**src/rtl/rv32_pkg.sv**
```systemverilog
`default_nettype none
// +--------------------------------------------------------------------------+
// | Package    : rv32_pkg                                                    |
// | Description: Shared RV32 pipeline types used by the issue stage: the     |
// |              issue packet handed to execute, the writeback packet that   |
// |              also feeds the register file, the pending-write counter     |
// |              type and the "instruction writes rd" helper.                |
// | Revision   : 1.0  initial release                                        |
// +--------------------------------------------------------------------------+
package rv32_pkg;

  localparam int XLEN           = 32;
  localparam int REG_SEL_W      = 5;
  localparam int PEND_W_DEFAULT = 2;

  typedef logic [REG_SEL_W-1:0]      rv32_reg_sel_t;
  typedef logic [XLEN-1:0]           rv32_word_t;
  typedef logic [PEND_W_DEFAULT-1:0] rv32_pend_cnt_t;

  typedef struct packed {
    rv32_word_t    pc;
    rv32_reg_sel_t rs1_sel;
    rv32_word_t    rs1_value;
    rv32_reg_sel_t rs2_sel;
    rv32_word_t    rs2_value;
    rv32_reg_sel_t rd_sel;
    rv32_word_t    imm;
  } rv32_issue_packet_t;

  typedef struct packed {
    logic          wb_enable;
    rv32_reg_sel_t wb_addr;
    rv32_word_t    wb_data;
  } rv32_mem2wb_packet_t;

  // The decoder encodes "no destination" (stores, branches) as rd_sel = 0,
  // so x0 doubles as the no-write marker and is never tracked.
  function automatic logic rv32_writes_rd(input rv32_reg_sel_t rd_sel);
    return rd_sel != '0;
  endfunction

endpackage
`default_nettype wire

```
**src/rtl/issue_scoreboard.sv**
```systemverilog
`default_nettype none
// +--------------------------------------------------------------------------+
// | Module     : issue_scoreboard                                            |
// | Description: Per-register pending-write counters. A counter goes up when |
// |              an instruction writing that register is dispatched and down |
// |              when its writeback arrives. Reports whether the two source  |
// |              registers still have writes in flight and whether the       |
// |              destination counter would saturate.                         |
// | Macro      : ISSUE_WB_BYPASS_EN - a source whose last pending write     |
// |              retires this cycle is reported as not pending.              |
// | Ports      : clk, resetn        clock, async active-low reset            |
// |              inc_en/inc_addr    dispatch of a write to inc_addr          |
// |              dec_en/dec_addr    writeback to dec_addr                    |
// |              rs1_sel/rs2_sel    sources of the candidate instruction     |
// |              rd_sel/rd_held     its destination; held entry writes rd    |
// |              rs1/rs2_pend_nz    source has a write in flight             |
// |              rd_sat             destination counter is full              |
// | Revision   : 1.0  initial release                                        |
// +--------------------------------------------------------------------------+
module issue_scoreboard
  import rv32_pkg::*;
#(
  parameter int PEND_W   = PEND_W_DEFAULT,
  parameter int NUM_REGS = 32
) (
  input  logic          clk,
  input  logic          resetn,
  input  logic          inc_en,
  input  rv32_reg_sel_t inc_addr,
  input  logic          dec_en,
  input  rv32_reg_sel_t dec_addr,
  input  rv32_reg_sel_t rs1_sel,
  input  rv32_reg_sel_t rs2_sel,
  input  rv32_reg_sel_t rd_sel,
  input  logic          rd_held,
  output logic          rs1_pend_nz,
  output logic          rs2_pend_nz,
  output logic          rd_sat
);

  localparam logic [PEND_W-1:0] c_one      = PEND_W'(1);
  localparam logic [PEND_W:0]   c_pend_max = (PEND_W+1)'((1 << PEND_W) - 1);

  logic [PEND_W-1:0]   r_pend [NUM_REGS];
  logic [NUM_REGS-1:0] w_inc;
  logic [NUM_REGS-1:0] w_dec;
  logic [PEND_W:0]     w_rd_total;

  for (genvar g = 0; g < NUM_REGS; g++) begin : g_reg
    assign w_inc[g] = inc_en && (inc_addr == REG_SEL_W'(g)) && (g != 0);
    // A writeback with nothing pending is dropped (e.g. in flight across reset).
    assign w_dec[g] = dec_en && (dec_addr == REG_SEL_W'(g)) && (g != 0) &&
                      (r_pend[g] != '0);
  end

  // Simultaneous dispatch and writeback of the same register cancel out.
  always_ff @(posedge clk or negedge resetn) begin
    if (!resetn) begin
      for (int i = 0; i < NUM_REGS; i++) r_pend[i] <= '0;
    end else begin
      for (int i = 0; i < NUM_REGS; i++) begin
        if (w_inc[i] && !w_dec[i])      r_pend[i] <= r_pend[i] + c_one;
        else if (!w_inc[i] && w_dec[i]) r_pend[i] <= r_pend[i] - c_one;
      end
    end
  end

`ifdef ISSUE_WB_BYPASS_EN
  // The last pending write retiring this cycle is forwarded by the stage,
  // so the source is treated as available.
  assign rs1_pend_nz = (r_pend[rs1_sel] != '0) &&
                       !(dec_en && (dec_addr == rs1_sel) && (r_pend[rs1_sel] == c_one));
  assign rs2_pend_nz = (r_pend[rs2_sel] != '0) &&
                       !(dec_en && (dec_addr == rs2_sel) && (r_pend[rs2_sel] == c_one));
`else
  assign rs1_pend_nz = r_pend[rs1_sel] != '0;
  assign rs2_pend_nz = r_pend[rs2_sel] != '0;
`endif

  // The held output entry will add one more write to rd once dispatched.
  assign w_rd_total = {1'b0, r_pend[rd_sel]} + {{PEND_W{1'b0}}, rd_held};
  assign rd_sat     = rv32_writes_rd(rd_sel) && (w_rd_total >= c_pend_max);

`ifndef SYNTHESIS
  a_wb_has_pending : assert property (
    @(posedge clk) disable iff (!resetn)
    (dec_en && (dec_addr != '0)) |-> (r_pend[dec_addr] != '0)
  ) else $warning("issue_scoreboard: writeback to register with no pending write ignored");
`endif

endmodule
`default_nettype wire

```
**src/rtl/issue_stage.sv**
```systemverilog
`default_nettype none
// +--------------------------------------------------------------------------+
// | Module     : issue_stage                                                 |
// | Description: Registered issue stage between register-file read and       |
// |              execute. Holds one packet with valid/ready on both sides    |
// |              and blocks read-after-write hazards with a pending-write    |
// |              scoreboard retired by the writeback packet.                 |
// | Macro      : ISSUE_WB_BYPASS_EN - same-cycle writeback data replaces    |
// |              the captured source value and does not cause a stall.       |
// | Ports      : clk, resetn        clock, async active-low reset            |
// |              in_packet/in_valid/in_ready    upstream handshake           |
// |              writeback_packet               retiring write               |
// |              flush                          kill the held entry          |
// |              out_packet/out_valid/out_ready downstream handshake         |
// |              stall_raw                      in_valid blocked by hazard   |
// | Revision   : 1.0  initial release                                        |
// +--------------------------------------------------------------------------+
module issue_stage
  import rv32_pkg::*;
#(
  parameter int PEND_W   = PEND_W_DEFAULT,
  parameter int NUM_REGS = 32
) (
  input  logic                clk,
  input  logic                resetn,
  input  rv32_issue_packet_t  in_packet,
  input  logic                in_valid,
  output logic                in_ready,
  input  rv32_mem2wb_packet_t writeback_packet,
  input  logic                flush,
  output rv32_issue_packet_t  out_packet,
  output logic                out_valid,
  input  logic                out_ready,
  output logic                stall_raw
);

  rv32_issue_packet_t r_out_packet;
  logic               r_out_valid;
  rv32_issue_packet_t w_capture;
  logic               w_xfer_in;
  logic               w_xfer_out;
  logic               w_dispatch;
  logic               w_held_wr;
  logic               w_hmatch_rs1;
  logic               w_hmatch_rs2;
  logic               w_hmatch_rd;
  logic               w_rs1_pend_nz;
  logic               w_rs2_pend_nz;
  logic               w_rd_sat;
  logic               w_src1;
  logic               w_src2;
  logic               w_hazard;

  // The held entry is not yet counted in the scoreboard, so it is matched
  // against the incoming registers directly.
  assign w_held_wr    = r_out_valid && rv32_writes_rd(r_out_packet.rd_sel);
  assign w_hmatch_rs1 = w_held_wr && (r_out_packet.rd_sel == in_packet.rs1_sel);
  assign w_hmatch_rs2 = w_held_wr && (r_out_packet.rd_sel == in_packet.rs2_sel);
  assign w_hmatch_rd  = w_held_wr && (r_out_packet.rd_sel == in_packet.rd_sel);

  // Both sources are checked regardless of format; I-type false stalls are accepted.
  assign w_src1   = (in_packet.rs1_sel != '0) && (w_rs1_pend_nz || w_hmatch_rs1);
  assign w_src2   = (in_packet.rs2_sel != '0) && (w_rs2_pend_nz || w_hmatch_rs2);
  assign w_hazard = w_src1 || w_src2;

  assign in_ready   = (!r_out_valid || out_ready) && !flush && !w_hazard && !w_rd_sat;
  assign stall_raw  = in_valid && w_hazard;
  assign w_xfer_in  = in_valid && in_ready;
  assign w_xfer_out = r_out_valid && out_ready;
  // A flushed entry never reaches execute and so is never counted.
  assign w_dispatch = w_xfer_out && !flush;

`ifdef ISSUE_WB_BYPASS_EN
  // The register file writes on the clock edge, so a value written this
  // cycle is not yet visible on its read port; take it from writeback.
  always_comb begin
    w_capture = in_packet;
    if (writeback_packet.wb_enable && (in_packet.rs1_sel != '0) &&
        (writeback_packet.wb_addr == in_packet.rs1_sel))
      w_capture.rs1_value = writeback_packet.wb_data;
    if (writeback_packet.wb_enable && (in_packet.rs2_sel != '0) &&
        (writeback_packet.wb_addr == in_packet.rs2_sel))
      w_capture.rs2_value = writeback_packet.wb_data;
  end
`else
  logic w_unused_wb_data;
  assign w_unused_wb_data = ^writeback_packet.wb_data;
  assign w_capture        = in_packet;
`endif

  always_ff @(posedge clk or negedge resetn) begin
    if (!resetn) begin
      r_out_valid  <= 1'b0;
      r_out_packet <= '0;
    end else if (flush) begin
      r_out_valid  <= 1'b0;
    end else if (w_xfer_in) begin
      r_out_valid  <= 1'b1;
      r_out_packet <= w_capture;
    end else if (w_xfer_out) begin
      r_out_valid  <= 1'b0;
    end
  end

  assign out_valid  = r_out_valid;
  assign out_packet = r_out_packet;

  issue_scoreboard #(
    .PEND_W   (PEND_W),
    .NUM_REGS (NUM_REGS)
  ) u_sb (
    .clk         (clk),
    .resetn      (resetn),
    .inc_en      (w_dispatch && rv32_writes_rd(r_out_packet.rd_sel)),
    .inc_addr    (r_out_packet.rd_sel),
    .dec_en      (writeback_packet.wb_enable),
    .dec_addr    (writeback_packet.wb_addr),
    .rs1_sel     (in_packet.rs1_sel),
    .rs2_sel     (in_packet.rs2_sel),
    .rd_sel      (in_packet.rd_sel),
    .rd_held     (w_hmatch_rd),
    .rs1_pend_nz (w_rs1_pend_nz),
    .rs2_pend_nz (w_rs2_pend_nz),
    .rd_sat      (w_rd_sat)
  );

endmodule
`default_nettype wire

```
**config.mk**
```make
export PLATFORM = sky130hd
export DESIGN_NAME = issue_stage
export DESIGN_NICKNAME = d
export VERILOG_FILES = /design/src/rtl/rv32_pkg.sv /design/src/rtl/issue_scoreboard.sv /design/src/rtl/issue_stage.sv
export SDC_FILE = /design/constraint.sdc
export NUM_CORES = 1
export LEC_CHECK = 0
export CAP_MARGIN = 20
export CORE_MARGIN = 8
export CORE_UTILIZATION = 25
export CTS_CLUSTER_DIAMETER = 120
export DETAILED_ROUTE_END_ITERATION = 8
export GPL_ROUTABILITY_DRIVEN = 0
export HOLD_SLACK_MARGIN = 0.12
export SLEW_MARGIN = 20
export SYNTH_ARGS = -nofsm -noshare
export SYNTH_HDL_FRONTEND = slang
export SYNTH_HIERARCHICAL = 1
export SYNTH_SLANG_ARGS = --single-unit
export TNS_END_PERCENT = 50
```
**constraint.sdc**
```tcl
create_clock -name clk -period 3.8 [get_ports clk]
set_input_delay 0.76 -clock clk [delete_from_list [all_inputs] [get_ports clk]]
set_output_delay 0.76 -clock clk [all_outputs]
set_load 0.05 [all_outputs]
```
Yosys cells after proc, flatten, opt, wreduce, memory -nomap -nowiden. Cells that the tools add are included.

Add/subtract/negate cells: 63. Eq/ne operators: 65. Order comparisons: 4. Muxes and demuxes: 74. Reductions and logical operators: 310. Bitwise gates (word level): 4.

Operators by type and width (number): $logic_and A1 B1 Y1 (170); $eq A5 B5 Y1 const B (32); $mux W2 (68); $reduce_bool A2 Y1 (64); $eq A5 B4 Y1 const B (16); $logic_not A1 Y1 (66); $add A2 B1 Y2 const B (31); $sub A2 B1 Y2 const B (31); $eq A5 B3 Y1 const B (8); $bmux W2 S5 (3); $eq A5 B2 Y1 const B (4); $reduce_bool A5 Y1 (4); $ge A6 B6 Y1 const B (3); $not A5 Y6 (3); $eq A5 B5 Y1 (3); $eq A5 B1 Y1 const B (2); $logic_or A1 B1 Y1 (4); $add A2 B1 Y3 (1); $ge A3 B2 Y1 const B (1); $mux W1 (3); $reduce_bool A3 Y1 (1); $reduce_and A2 Y1 (1); $not A1 Y1 (1).

Flip-flop bits (word level): 206. Output and inout port bits: 146.

Depth between registers and ports, before layout. Gate-level depths: netlist of run 1.

Depth after elaboration: 14. Mapped depth: 18. Gate-level depth less buffers: 14.

Cells and area by module. The synthesis of run 1 kept the hierarchy.

Modules (own cells, without submodules): issue_stage (instances 1, area an instance 5609.1 um^2, cells an instance 342, sequential area each 3603.5 um^2); issue_scoreboard (instances 1, area an instance 4647.0 um^2, cells an instance 461, sequential area each 1551.5 um^2).

Worst setup path after synthesis of run 1. Ideal clock, no wire load.

Kind: input -> output. Start: in in_packet[33] (netlist bit). End: out in_ready. Arrival: 3.357 ns. Cell stages on the path: 13. Slack: -0.317 ns. Data required time: 3.040 ns. Cell sequence: buf_2 -> buf_2 -> mux4_2 -> mux2i_1 -> o22ai_1 -> a21o_1 -> ha_1 -> ha_1 -> a21oi_1 -> a21oi_1 -> nor2_1 -> nand2_1 -> nor2_1.

Longest elaborated chain between the ends: 9. Elaborated cells on any way between the ends: 12.

RTL lines: start: declaration (line issue_stage.sv:26) `input rv32_issue_packet_t in_packet,`; $not A5 Y6 (not written as such) (line issue_scoreboard.sv:81) `assign w_rd_total = {1'b0, r_pend[rd_sel]} + {{PEND_W{1'b0}}, rd_held};`; $bmux W2 S5 (line issue_scoreboard.sv:81); $mux W2 (not written as such) (2 in a row) (line issue_scoreboard.sv:81); $add A2 B1 Y3 (line issue_scoreboard.sv:81); $ge A3 B2 Y1 (line issue_scoreboard.sv:82) `assign rd_sat = rv32_writes_rd(rd_sel) && (w_rd_total >= c_pend_max);`; $logic_and A1 B1 Y1 (*) (line issue_scoreboard.sv:82); named net w_rd_sat (line issue_stage.sv:49) `logic w_rd_sat;`; $logic_not A1 Y1 (*) (line issue_stage.sv:66) `assign in_ready = (!r_out_valid || out_ready) && !flush && !w_hazard && !w_rd_sat;`; $logic_and A1 B1 Y1 (*) (line issue_stage.sv:66); end: declaration (line issue_stage.sv:28) `output logic in_ready,`.

Mark *: on every way through the listed nets, which the timed path passes. The rest lies on a longest branch. The select of a mux whose other input is x is not followed.

Worst setup path in the final report of run 1. Ends and elaborated chain as after synthesis.

==> metrics.md, run 1 <==
| Metric | Value |
|---|---|
| Reg2reg start | `u_sb/r_pend[28]$_DFFE_PN0P_` |
| Largest area contributor in the netlist | `dfrtp_1` |
| Gr busiest metal | `met2` |
| Post-Synth XOR/XNOR Area | `0.0922` |
| Commonest cells after routing, fill and taps aside | `286 x clkdlybuf4s50_1, 202 x dfrtp_1, 100 x nor2_1` |
| Final Hold Viols | `0` |
| Initial core utilization | `0.252` |
| Vias | `7875` |
| Post-synth EDFFs | `0` |
| NetSw | `0.00628 W` |
| Clock buffer depth | `3` |
| IO Count | `332` |
| IO Port Bufs | `299` |
| Die X-Extent | `219 µm` |
| Met1 Use GR | `0.168` |
| H-Tree Depth | `1` |
| Vias in the first global route | `8353` |
| CTS clk-pin slew, worst paths | `60 ps` |
| Initial antenna violation count | `1` |
| Final-report max-slew violation count | `0` |
| Slew margin rel. | `0.434` |
| Share of post-route cells with drive strength above 1 | `0.221` |
| Unrepaired setup endpoints after global routing | `yes` |
| Pwr Density | `898 nW/µm²` |
| Adder-cell share of the synthesized area | `0.0403` |
| Met3 capacity usage during global routing | `0.0452` |
| HP Class | `in2async` |
| Simple-gate portion of the synthesized area | `0.0925` |
| Remaining DRCs | `0` |
| DR WL/cell | `20.5 µm` |
| Finished Cell Area | `15500 µm²` |
| Setup crit end kind | `output port` |
| CTS tree | `built` |
| Iter 0 DRT Violations | `391` |
| Inserted Diodes | `0` |
| Clk sink count | `206` |
| Crit-path max FO | `6` |
| Asr flop ratio synth | `1.00` |
| Clock Latency Late Sink | `530 ps` |
| Fmax achieved | `0.261 GHz` |
| GRT Total Usage | `0.143` |
| Critical path launch point | `in_packet[33]` |
| Aggregate routed wire length | `35400 µm` |
| Fraction of the mapped netlist area in compound gates | `0.0321` |
| Met2 usage | `0.242` |
| Die H | `219 µm` |
| Post-synthesis cell count | `803` |
| Worst setup margin | `-25.4 ps` |
| Critical setup path kind | `in2out` |
| Root Buffer | `clkbuf_16` |
| Max-cap violations | `0` |
| Violated checks | `setup timing` |
| Worst slew pin tran | `843 ps` |
| Final worst-path cycle share | `1.01` |
| Worst setup SP type | `primary input` |
| Commonest non-fill, non-tap cell in the layout | `clkdlybuf4s50_1` |
| Outcome | `complete, but fails checks` |
| Final min period | `3830 ps` |
| # setup viols final | `1` |
| GRT overflow | `0` |
| Post-synthesis mux area share | `0.220` |
| Largest family of logic cells by synthesized area | `multiplexers` |
| Die area | `47800 µm²` |
| Via-per-instance ratio | `4.56` |
| Switch share | `0.451` |
| Area grow syn2layout | `51.3%` |
| Combinational share of power | `0.536` |
| Clock power frac | `0.178` |
| Hpwl dp | `26900 µm` |
| Internal | `0.00765 W` |
| First-pass DRT Iterations | `5` |
| Synth area leaders | `dfrtp_1 50%, mux2_2 9.6%, mux2_1 6.5%, xor2_1 6.1%, mux4_2 4.4%` |
| Nets@finish | `1395` |
| TritonCTS Buffers | `27` |
| Synth Area per Inst | `12.8 µm²` |
| Core area | `40600 µm²` |
| Yosys top cell area share | `0.503` |
| Worst EP arrival | `3070 ps` |
| Largest net degree at the start of global routing | `83` |
| Final Util | `0.382` |
| Yosys cell types | `45` |
| Sequential share of power | `0.286` |
| VDD IR max | `494 µV` |
| Post-Syn Area | `10300 µm²` |
| Synthesized Nets | `1022` |
| Cell Rows | `74` |
| Ys Warns | `6` |
| Clk_skew | `14.5 ps` |
| Post-synthesis register bit count | `206` |
| Sequential share of the synthesized area | `0.503` |
| Antenna-violating nets left | `0` |
| Top_reg_cell synth | `dfrtp_1` |
| P_leak | `6.71 nW` |
| WP data required | `3040 ps` |
| Cell Area, Placed | `14300 µm²` |
| First-pass GRT wire length | `52600 µm` |
[cell families (layout without fill, tap and decap cells)]
| family | count (synthesis) | count (layout) |
|---|---|---|
| AO/OA/AOI/OAI | 49 | 49 |
| AND/OR/NAND/NOR | 195 | 195 |
| flip-flops | 206 | 206 |
| XOR/XNOR | 108 | 108 |
| adder cells (fa/ha/maj) | 33 | 33 |
| multiplexers | 176 | 176 |
| buffers and inverters | 36 | 427 |
[power by group through the flow]
stage	registers (W)	clock network, W	logic [W]
final	0.00398	0.00248	0.00747
after global placement	0.00399	0	0.00725
after CTS	0.00398	0.00259	0.00748
after global routing	0.00412	0.00265	0.00780
after floorplan	0.00668	0	0.00181
after detailed placement	0.00402	0	0.00732
[layer usage]
metal,routed length (µm),part of all wire
met5,0,0
met4,1190,0.033
met3,2780,0.078
met2,17700,0.50
met1,13800,0.39
[worst paths after layout]
path | to | slack [ps] | cells past startpoint
setup reg to reg | out_packet[58]$_DFFE_PN0P_ | 370 | 14
hold / removal | u_sb/r_pend[25]$_DFFE_PN0P_ | 180 | 1
hold reg to reg | out_packet[89]$_DFFE_PN0P_ | 490 | 1
setup / recovery | in_ready | -30 | 14
min in group clk | out_packet[89]$_DFFE_PN0P_ | 490 | 1
max in group asynchronous | out_packet[32]$_DFFE_PN0P_ | 2640 | 2
[through the flow]
stage | power (W) | cells | hold WS (ps) | setup WS, ps | TNS (ps)
after floorplan | 0.00850 | 803 | 459 | 10.6 | 0
after global placement | 0.0112 | 1659 | 473 | -860 | -118390
after detailed placement | 0.0113 | 1659 | 477 | -904 | -123370
after CTS | 0.0141 | 1720 | 226 | -58.9 | -58.9
after global routing | 0.0146 | 1726 | 229 | -134 | -213
final | 0.0139 | 1726 | 178 | -25.4 | -25.4
[worst max-delay path: stages]
cell	delay, ps
buf_8	80
buf_12	110
mux4_2	520
nor3b_4	240
a2111oi_4	80
a21o_1	190
ha_2	190
ha_4	230
a21oi_2	140
a21oi_2	50
nor2_2	120
nand2_2	80
nor2_4	100
buf_12	140
[registers in the layout (all words and copies together), names as in the netlist]
register     cells
u_sb/r_pend     62
out_packet     143
out_valid        1
[final cells by class]
class / instances / area (µm²)
tap: 532 / 666
fill: 3910 / 25100
inverter: 3 / 11.3
clock buffer: 39 / 761
clock inverter: 8 / 95.1
multi-input combinational: 561 / 5020
timing repair buffer: 377 / 3800
sequential: 206 / 5160
[cell usage after synthesis, types with 2 or more instances]
library cell  count
clkbuf_1         17
mux2_1           59
or2_2             2
mux4_2           20
and2_1            2
a21boi_0          2
buf_4             3
nor2_1          102
mux4_1            4
inv_1             3
nand2_1          10
nand3_1           8
nor3_1           20
ha_1             33
xor2_1           72
mux2i_1           6
mux2_2           87
nor3b_1           3
a21oi_1          14
nand3b_1         27
nor2b_1           8
xnor2_1          36
buf_2             5
nand4_1           2
buf_6             7
or4_1             3
o21ai_0           5
nand2b_1          6
dfrtp_1         206
a2111oi_0         2
a31oi_1           4
a211oi_1          7
o211ai_1          6
[what timing repair did]
item | in CTS | in global routing
hold buffers | 0 | 0
setup buffers | 13 | 6
gates resized for setup | 59 | 9
hold endpoints to repair | 0 | 0
pin swaps | 14 | 2
cloned | 2 | 0
setup endpoints to repair | 146 | 2
(Power assumes the default switching activity.)
==> run 2: changes to the inputs <==
--- a/config.mk
+++ b/config.mk
@@ -5,6 +5,7 @@
 export SDC_FILE = /design/constraint.sdc
 export NUM_CORES = 1
 export LEC_CHECK = 0
+export ABC_AREA = 1
 export CAP_MARGIN = 20
 export CORE_MARGIN = 8
 export CORE_UTILIZATION = 25
@@ -12,6 +13,7 @@
 export DETAILED_ROUTE_END_ITERATION = 8
 export GPL_ROUTABILITY_DRIVEN = 0
 export HOLD_SLACK_MARGIN = 0.12
+export PLACE_DENSITY = 0.57
 export SLEW_MARGIN = 20
 export SYNTH_ARGS = -nofsm -noshare
 export SYNTH_HDL_FRONTEND = slang
==> run 2 against run 1 <==
Against the previous run:
- the run now ends clean
- clock skew increased by 6.3 ps
- routed wire length increased by 23%
- via count is 41% higher
- clock power down 2%
- core utilization is 2.0 points lower
- count of clock-buffer cells in the layout rose by 1
- combinational power is 6.6% lower
- global-route usage increased by 1.9 points
- setup slack better by 34 ps
- maximum frequency is 0.89% higher
- area after synthesis is 10% higher
- power is 3.8% lower
- largest power group unchanged
==> metrics.md, run 2 <==
| Metric | Value |
|---|---|
| Die area | `52200 µm² (+9.3%)` |
| Setup crit end kind | `output port` |
| Clock Latency Late Sink | `540 ps (about the same)` |
| Final-report max-slew violation count | `0 (unchanged)` |
| Final Util | `0.362 (-0.0198)` |
| Worst setup SP type | `primary input` |
| Ys Warns | `6 (unchanged)` |
| Most common cell in the netlist | `nand2_1` |
| Unrepaired setup endpoints after global routing | `yes` |
| Iter 0 DRT Violations | `761 (+95%)` |
| TritonCTS Buffers | `26 (-3.7%)` |
| Commonest non-fill, non-tap cell in the layout | `nand2_1` |
| Aggregate routed wire length | `43500 µm (+23%)` |
| Initial core utilization | `0.251 (-0.00153)` |
| IO Port Bufs | `299 (unchanged)` |
| Synth area leaders | `dfrtp_1 46%, nand2_1 17%, nand3_1 9.1%, nor2_1 4.2%, ha_1 3.7%` |
| Post-Syn Area | `11300 µm² (+10%)` |
| GRT Total Usage | `0.162 (+0.0187)` |
| IO Count | `332 (unchanged)` |
| Final Hold Viols | `0 (unchanged)` |
| Pwr Density | `823 nW/µm² (-8.4%)` |
| Synth Area per Inst | `7.63 µm² (-40%)` |
| Core area | `45000 µm² (+11%)` |
| Initial antenna violation count | `1 (unchanged)` |
| Hpwl dp | `32800 µm (+22%)` |
| R2r endpoint | `out_packet[104]$_DFFE_PN0P_` |
| Critical path launch point | `in_packet[32]` |
| Area grow syn2layout | `44.3%` |
| HP Class | `in2async` |
| Clock buffer depth | `3 (unchanged)` |
| Finished Cell Area | `16300 µm² (+5.0%)` |
| Antenna-violating nets left | `0 (unchanged)` |
| Nets@finish | `2035 (+46%)` |
| Final min period | `3790 ps (-33.6 ps)` |
| First-pass DRT Iterations | `5 (unchanged)` |
| Cell Area, Placed | `15300 µm² (+6.9%)` |
| Largest area contributor in the netlist | `dfrtp_1` |
| VDD IR max | `527 µV (+6.9%)` |
| First-pass GRT wire length | `67600 µm (+28%)` |
| Vias | `11100 (+41%)` |
| CTS tree | `built` |
| Worst slew pin tran | `815 ps (-27.9 ps)` |
| Root Buffer | `clkbuf_16` |
| Slew margin rel. | `0.457 (+0.0229)` |
| Die H | `228 µm (+4.5%)` |
| Share of post-route cells with drive strength above 1 | `0.0889 (-0.132)` |
| Reg2reg start | `u_sb/r_pend[58]$_DFFE_PN0P_` |
| WP data required | `3040 ps (about the same)` |
| Commonest cells after routing, fill and taps aside | `507 x nand2_1, 287 x clkdlybuf4s50_1, 205 x nand3_1, 205 x dfrtp_1, 125 x nor2_1` |
| Synthesized Nets | `1698 (+66%)` |
| GRT overflow | `0 (unchanged)` |
| Top_reg_cell synth | `dfrtp_1` |
| Worst EP arrival | `3030 ps (-40 ps)` |
| Switch share | `0.482 (+0.0307)` |
| # setup viols final | `0 (-1)` |
| Remaining DRCs | `0 (unchanged)` |
| Synth top cells by count | `509 x nand2_1, 206 x dfrtp_1, 205 x nand3_1` |
| Final worst-path cycle share | `0.998 (-0.00885)` |
| Number of flip-flops in the largest register | `143 (unchanged)` |
| Sequential share of the synthesized area | `0.457 (-0.0458)` |
| Internal | `0.00694 W (-9.2%)` |
| CTS clk-pin slew, worst paths | `50 ps (about the same)` |
| DR WL/cell | `17.9 µm (-13%)` |
| Combinational share of power | `0.521 (-0.015)` |
| Yosys top cell area share | `0.457 (-0.0458)` |
| Vias in the first global route | `11400 (+36%)` |
| Sequential share of power | `0.298 (+0.012)` |
| Yosys cell types | `30 (-33%)` |
| Via-per-instance ratio | `4.58 (+0.28%)` |
| Worst setup endpoint | `in_ready` |
| Reg2reg path depth | `20 (+6)` |
| Post-synth EDFFs | `0 (unchanged)` |
| Clk sink count | `206 (unchanged)` |
| Cell Rows | `78 (+5.4%)` |
| Overall Power | `0.0134 W (-3.8%)` |
| Asr flop ratio synth | `1.00 (unchanged)` |
| Critical setup path kind | `in2out` |
| NetSw | `0.00646 W (+2.7%)` |
| Largest net degree at the start of global routing | `118 (+42%)` |
| Crit-path max FO | `7 (+1)` |
| Clk_skew | `20.8 ps (+6.26 ps)` |
| P_leak | `7.77 nW (+16%)` |
| Post-synthesis register bit count | `206 (unchanged)` |
| Reg2Reg Setup Slack | `680 ps (+310 ps)` |
| Fmax achieved | `0.264 GHz (+0.89%)` |
| Outcome | `finished, final reports clean` |
| H-Tree Depth | `1 (unchanged)` |
| Post-synthesis cell count | `1479 (+84%)` |
| Max-cap violations | `0 (unchanged)` |
| Die X-Extent | `228 µm (+4.5%)` |
| Clock power frac | `0.181 (+0.003)` |
-- run 2: changes by cell type after synthesis, sizes merged, moves of 36 or more --
| cell | delta |
|---|---|
| xor2 | -44 |
| inv | +116 |
| a21oi | +43 |
| mux2 | -146 |
| o21ai | +39 |
| nand2 | +502 |
| nand3 | +207 |
| buf | +36 |
-- run 2: logic make-up after synthesis --
family	Yosys count	share of synthesized area
xor+xnor	67	0.0520
simple gates	869	0.324
buf+inv	185	0.0737
flops	206	0.457
compound gates	119	0.0566
fa+ha+maj	33	0.0366
-- run 2: stage by stage --
stage | setup WS (ps) | hold WS [ps] | setup TNS, ps | std cells
6_report | 8.28 | 210 | 0 | 2435
3_3_place_gp | -652 | 461 | -65290 | 2380
2_1_floorplan | 13.5 | 446 | 0 | 1479
4_1_cts | -39.1 | 269 | -39.1 | 2433
5_1_grt | -73.9 | 291 | -73.9 | 2434
3_5_place_dp | -665 | 463 | -68050 | 2380
-- run 2: final cells by class --
| type | count | area, µm² |
|---|---|---|
| Multi-Input combinational cell | 1088 | 5350 |
| Tap cell | 600 | 751 |
| Inverter | 119 | 452 |
| Antenna cell | 1 | 2.50 |
| Clock buffer | 40 | 773 |
| Sequential cell | 206 | 5160 |
| Timing Repair Buffer | 375 | 3730 |
| Fill cell | 4675 | 28700 |
| Clock inverter | 6 | 66.3 |
-- run 2: how the worst min path moves through the flow --
stage | from | to
3_5_place_dp | u_sb/r_pend[4]$_DFFE_PN0P_ | u_sb/r_pend[4]$_DFFE_PN0P_
6_report | resetn | out_packet[26]$_DFFE_PN0P_
4_1_cts | resetn | out_packet[18]$_DFFE_PN0P_
2_1_floorplan | u_sb/r_pend[16]$_DFFE_PN0P_ | u_sb/r_pend[16]$_DFFE_PN0P_
5_1_grt | resetn | out_packet[26]$_DFFE_PN0P_
3_3_place_gp | out_packet[117]$_DFFE_PN0P_ | out_packet[117]$_DFFE_PN0P_
-- run 2: timing repair --
action,in CTS,in global routing
gates resized for setup,35,18
hold buffers,0,0
setup buffers,7,2
pin swaps,14,13
hold endpoints to repair,0,0
endpoints found under the setup margin,2,2
-- run 2: worst max-delay path, stage by stage --
cell	delay [ps]
buf_12	120
buf_8	130
buf_6	120
nand2_2	50
o211ai_1	90
o211ai_1	100
nand3_1	90
nand2_1	120
nand2_1	70
nand2_1	60
ha_2	180
ha_4	190
nand2_2	40
nor2_1	40
o21ai_1	140
inv_1	90
nor3_4	200
inv_2	90
nor2_8	160
buf_12	150
-- run 2: metal layers --
| metal | up-vias | routed length [µm] | global-route usage |
|---|---|---|---|
| met5 | - | 13 | 0 |
| met4 | 2 | 1320 | 0.0421 |
| met3 | 81 | 3270 | 0.0428 |
| met2 | 419 | 20600 | 0.273 |
| met1 | 5252 | 18300 | 0.202 |
| li1 | 5387 | - | - |
-- run 2: power by group through the flow --
| stage | Sequential [W] | Clock (W) | Combinational, W |
|---|---|---|---|
| 3_3_place_gp | 0.00396 | 0 | 0.00694 |
| 4_1_cts | 0.00398 | 0.00252 | 0.00701 |
| 2_1_floorplan | 0.00649 | 0 | 0.00175 |
| 5_1_grt | 0.00412 | 0.00261 | 0.00742 |
| 3_5_place_dp | 0.00397 | 0 | 0.00697 |
| 6_report | 0.00399 | 0.00243 | 0.00698 |
==> run 3: changes to the inputs <==
--- a/config.mk
+++ b/config.mk
@@ -13,7 +13,7 @@
 export DETAILED_ROUTE_END_ITERATION = 8
 export GPL_ROUTABILITY_DRIVEN = 0
 export HOLD_SLACK_MARGIN = 0.12
-export PLACE_DENSITY = 0.57
+export SKIP_LAST_GASP = 1
 export SLEW_MARGIN = 20
 export SYNTH_ARGS = -nofsm -noshare
 export SYNTH_HDL_FRONTEND = slang
==> run 3 against run 2 <==
Against the previous run:
- sequential share of layout area is 0.071 points lower
- via count is 0.85% higher
- combinational power is 0.7% higher
- clock skew is 12 ps lower
- register-to-register slack worse by 130 ps
- routed wire length is 3.8% lower
- first-iteration DRC count is 4.2% higher
- global-route usage is 0.89 points lower
- core utilization is 0.072 points higher
- count of clock-buffer cells in the layout is 7 lower
- power is 0.67% lower
- critical path type unchanged
- largest power group unchanged
- highest routed layer unchanged
==> metrics.md, run 3 (same netlist as run 2, synthesis figures left out) <==
| Metric | Value |
|---|---|
| R2r endpoint | `out_packet[43]$_DFFE_PN0P_` |
| Placement Setup Slack | `-722 ps (-56.9 ps)` |
| P_leak | `7.74 nW (-0.39%)` |
| Via-per-instance ratio | `4.62 (+0.98%)` |
| Met3 wire length | `3530 µm (+8.2%)` |
| NetSw | `0.00644 W (-0.19%)` |
| Die X-Extent | `228 µm (unchanged)` |
| GRT Total Usage | `0.153 (-0.00892)` |
| IO Count | `332 (unchanged)` |
| TritonCTS Buffers | `26 (unchanged)` |
| M1 wire length | `17000 µm (-6.7%)` |
| Initial antenna violation count | `5 (+4)` |
| VDD IR max | `463 µV (-12%)` |
| Pwr Density | `816 nW/µm² (-0.87%)` |
| Outcome | `finished, final reports clean` |
| Combinational share of power | `0.529 (+0.008)` |
| Core area | `45000 µm² (unchanged)` |
| Multi-input logic area | `5420 µm² (+1.3%)` |
| Final-report max-slew violation count | `0 (unchanged)` |
| Fillers | `4681 (+0.13%)` |
| Cell Area, Placed | `15300 µm² (-0.24%)` |
| HP Class | `in2async` |
| Reg2reg start | `u_sb/r_pend[34]$_DFFE_PN0P_` |
| Antenna-violating nets left | `0 (unchanged)` |
| Commonest cells after routing, fill and taps aside | `500 x nand2_1, 290 x clkdlybuf4s50_1, 206 x dfrtp_1` |
| Remaining DRCs | `0 (unchanged)` |
| Commonest non-fill, non-tap cell in the layout | `nand2_1` |
| IO Port Bufs | `299 (unchanged)` |
| Clock buffer depth | `3 (unchanged)` |
| Clock Latency Late Sink | `540 ps (about the same)` |
| First-pass DRT Iterations | `6 (+1)` |
| Aggregate routed wire length | `41800 µm (-3.8%)` |
| Worst setup endpoint | `in_ready` |
| Hpwl dp | `30900 µm (-5.9%)` |
| Clock power frac | `0.176 (-0.005)` |
| Cell Rows | `78 (unchanged)` |
| Post-CTS Hold Buffers | `0 (unchanged)` |
| Number of flip-flops in the largest register | `143 (unchanged)` |
| CTS tree | `built` |
| Largest net degree at the start of global routing | `145 (+23%)` |
| Vias in the first global route | `11400 (-0.035%)` |
| Die area | `52200 µm² (unchanged)` |
| Initial core utilization | `0.251 (unchanged)` |
| Die H | `228 µm (unchanged)` |
| DR top layer | `met5` |
| Unrepaired setup endpoints after global routing | `yes` |
| Final worst-path cycle share | `0.995 (-0.00297)` |
| Sequential share of power | `0.295 (-0.003)` |
| Slew margin rel. | `0.508 (+0.0514)` |
| Reg2Reg Setup Slack | `550 ps (-130 ps)` |
| Register area | `5150 µm² (about the same)` |
| First-pass GRT wire length | `64700 µm (-4.2%)` |
| Max-cap violations | `0 (unchanged)` |
| CTS clk-pin slew, worst paths | `60 ps (about the same)` |
| GRT overflow | `0 (unchanged)` |
| Nets@finish | `2029 (-0.29%)` |
| Vias | `11200 (+0.85%)` |
| Final min period | `3780 ps (-11.3 ps)` |
| Worst setup SP type | `primary input` |
| Final Hold Viols | `0 (unchanged)` |
| Critical path launch point | `in_packet[32]` |
| Finished Cell Area | `16300 µm² (+0.20%)` |
| Share of post-route cells with drive strength above 1 | `0.0957 (+0.00686)` |
| Clk_skew | `9.19 ps (-11.6 ps)` |
| Root Buffer | `clkbuf_16` |
| # setup viols final | `0 (unchanged)` |
| Crit-path max FO | `5 (-2)` |
| Setup crit end kind | `output port` |
| H-Tree Depth | `1 (unchanged)` |
| Internal | `0.00687 W (-1.1%)` |
| Reg2reg path depth | `20 (unchanged)` |
| DR WL/cell | `17.2 µm (-3.7%)` |
| Area grow syn2layout | `44.6%` |
| Clk sink count | `206 (unchanged)` |
| Met2 routed WL | `19800 µm (-3.8%)` |
| WP data required | `3040 ps (about the same)` |
| Switch share | `0.484 (+0.00231)` |
| Worst EP arrival | `3020 ps (about the same)` |
| Worst slew pin tran | `738 ps (-77.1 ps)` |
| Fmax achieved | `0.265 GHz (+0.30%)` |
| Iter 0 DRT Violations | `793 (+4.2%)` |
| Critical setup path kind | `in2out` |
| Worst setup margin | `19.6 ps (+11.3 ps)` |
[run 3: stage by stage]
stage	hold WS (ps)	instances	power, W	TNS (ps)	util
2_1_floorplan	446	1479	0.00825	0	-
3_3_place_gp	460	2372	0.0108	-75230	0.339
3_5_place_dp	464	2372	0.0109	-83260	0.339
4_1_cts	269	2420	0.0134	-15.7	0.359
5_1_grt	281	2432	0.0140	-177	0.363
6_report	240	2432	0.0133	0	0.363
[run 3: final cells by class]
cell class / instances / area share
Multi-Input combinational cell: 1088 / 0.332
Inverter: 119 / 0.0281
Antenna cell: 4 / 0.000614
Clock inverter: 13 / 0.00460
Tap cell: 600 / 0.0460
Sequential cell: 206 / 0.316
Timing Repair Buffer: 369 / 0.228
Clock buffer: 33 / 0.0446
[run 3: power groups by stage]
stage,combinational (W),sequential [W],clock (W)
2_1_floorplan,0.00175,0.00649,0
3_3_place_gp,0.00692,0.00390,0
3_5_place_dp,0.00697,0.00392,0
4_1_cts,0.00700,0.00392,0.00244
5_1_grt,0.00745,0.00406,0.00253
6_report,0.00703,0.00393,0.00235
[run 3: critical path, stage by stage]
cell and delay [ps]:
buf_12 100, inv_4 40, nor2_4 110, buf_6 130, inv_8 40, o211ai_1 220
nand3_2 130, nand2_2 130, nand2_2 60, nand2_2 80, ha_4 140, ha_4 190
nand2_2 50, nor2_1 30, o21ai_1 150, inv_1 70, nor3_2 200, inv_2 90
nor2_8 130, buf_12 140
[run 3: worst min path at each step]
stage | from | endpoint | slack (ps) | cells after the start
2_1_floorplan | u_sb/r_pend[16]$_DFFE_PN0P_ | u_sb/r_pend[16]$_DFFE_PN0P_ | 450 | 1
3_3_place_gp | u_sb/r_pend[24]$_DFFE_PN0P_ | u_sb/r_pend[24]$_DFFE_PN0P_ | 460 | 1
3_5_place_dp | out_packet[74]$_DFFE_PN0P_ | out_packet[74]$_DFFE_PN0P_ | 460 | 2
4_1_cts | resetn | out_packet[10]$_DFFE_PN0P_ | 270 | 1
5_1_grt | resetn | out_packet[22]$_DFFE_PN0P_ | 280 | 1
6_report | resetn | out_packet[10]$_DFFE_PN0P_ | 240 | 1
[run 3: what timing repair did]
action,in CTS,in global routing
endpoints found under the setup margin,87,2
buffers inserted,2,9
resized for setup,34,37
pin swaps,15,21
[run 3: routing by layer]
layer  GRT usage  vias up
met5           0        -
met1       0.184     5350
li1            -     5382
met2       0.255      413
met3      0.0449       89
met4      0.0571        2
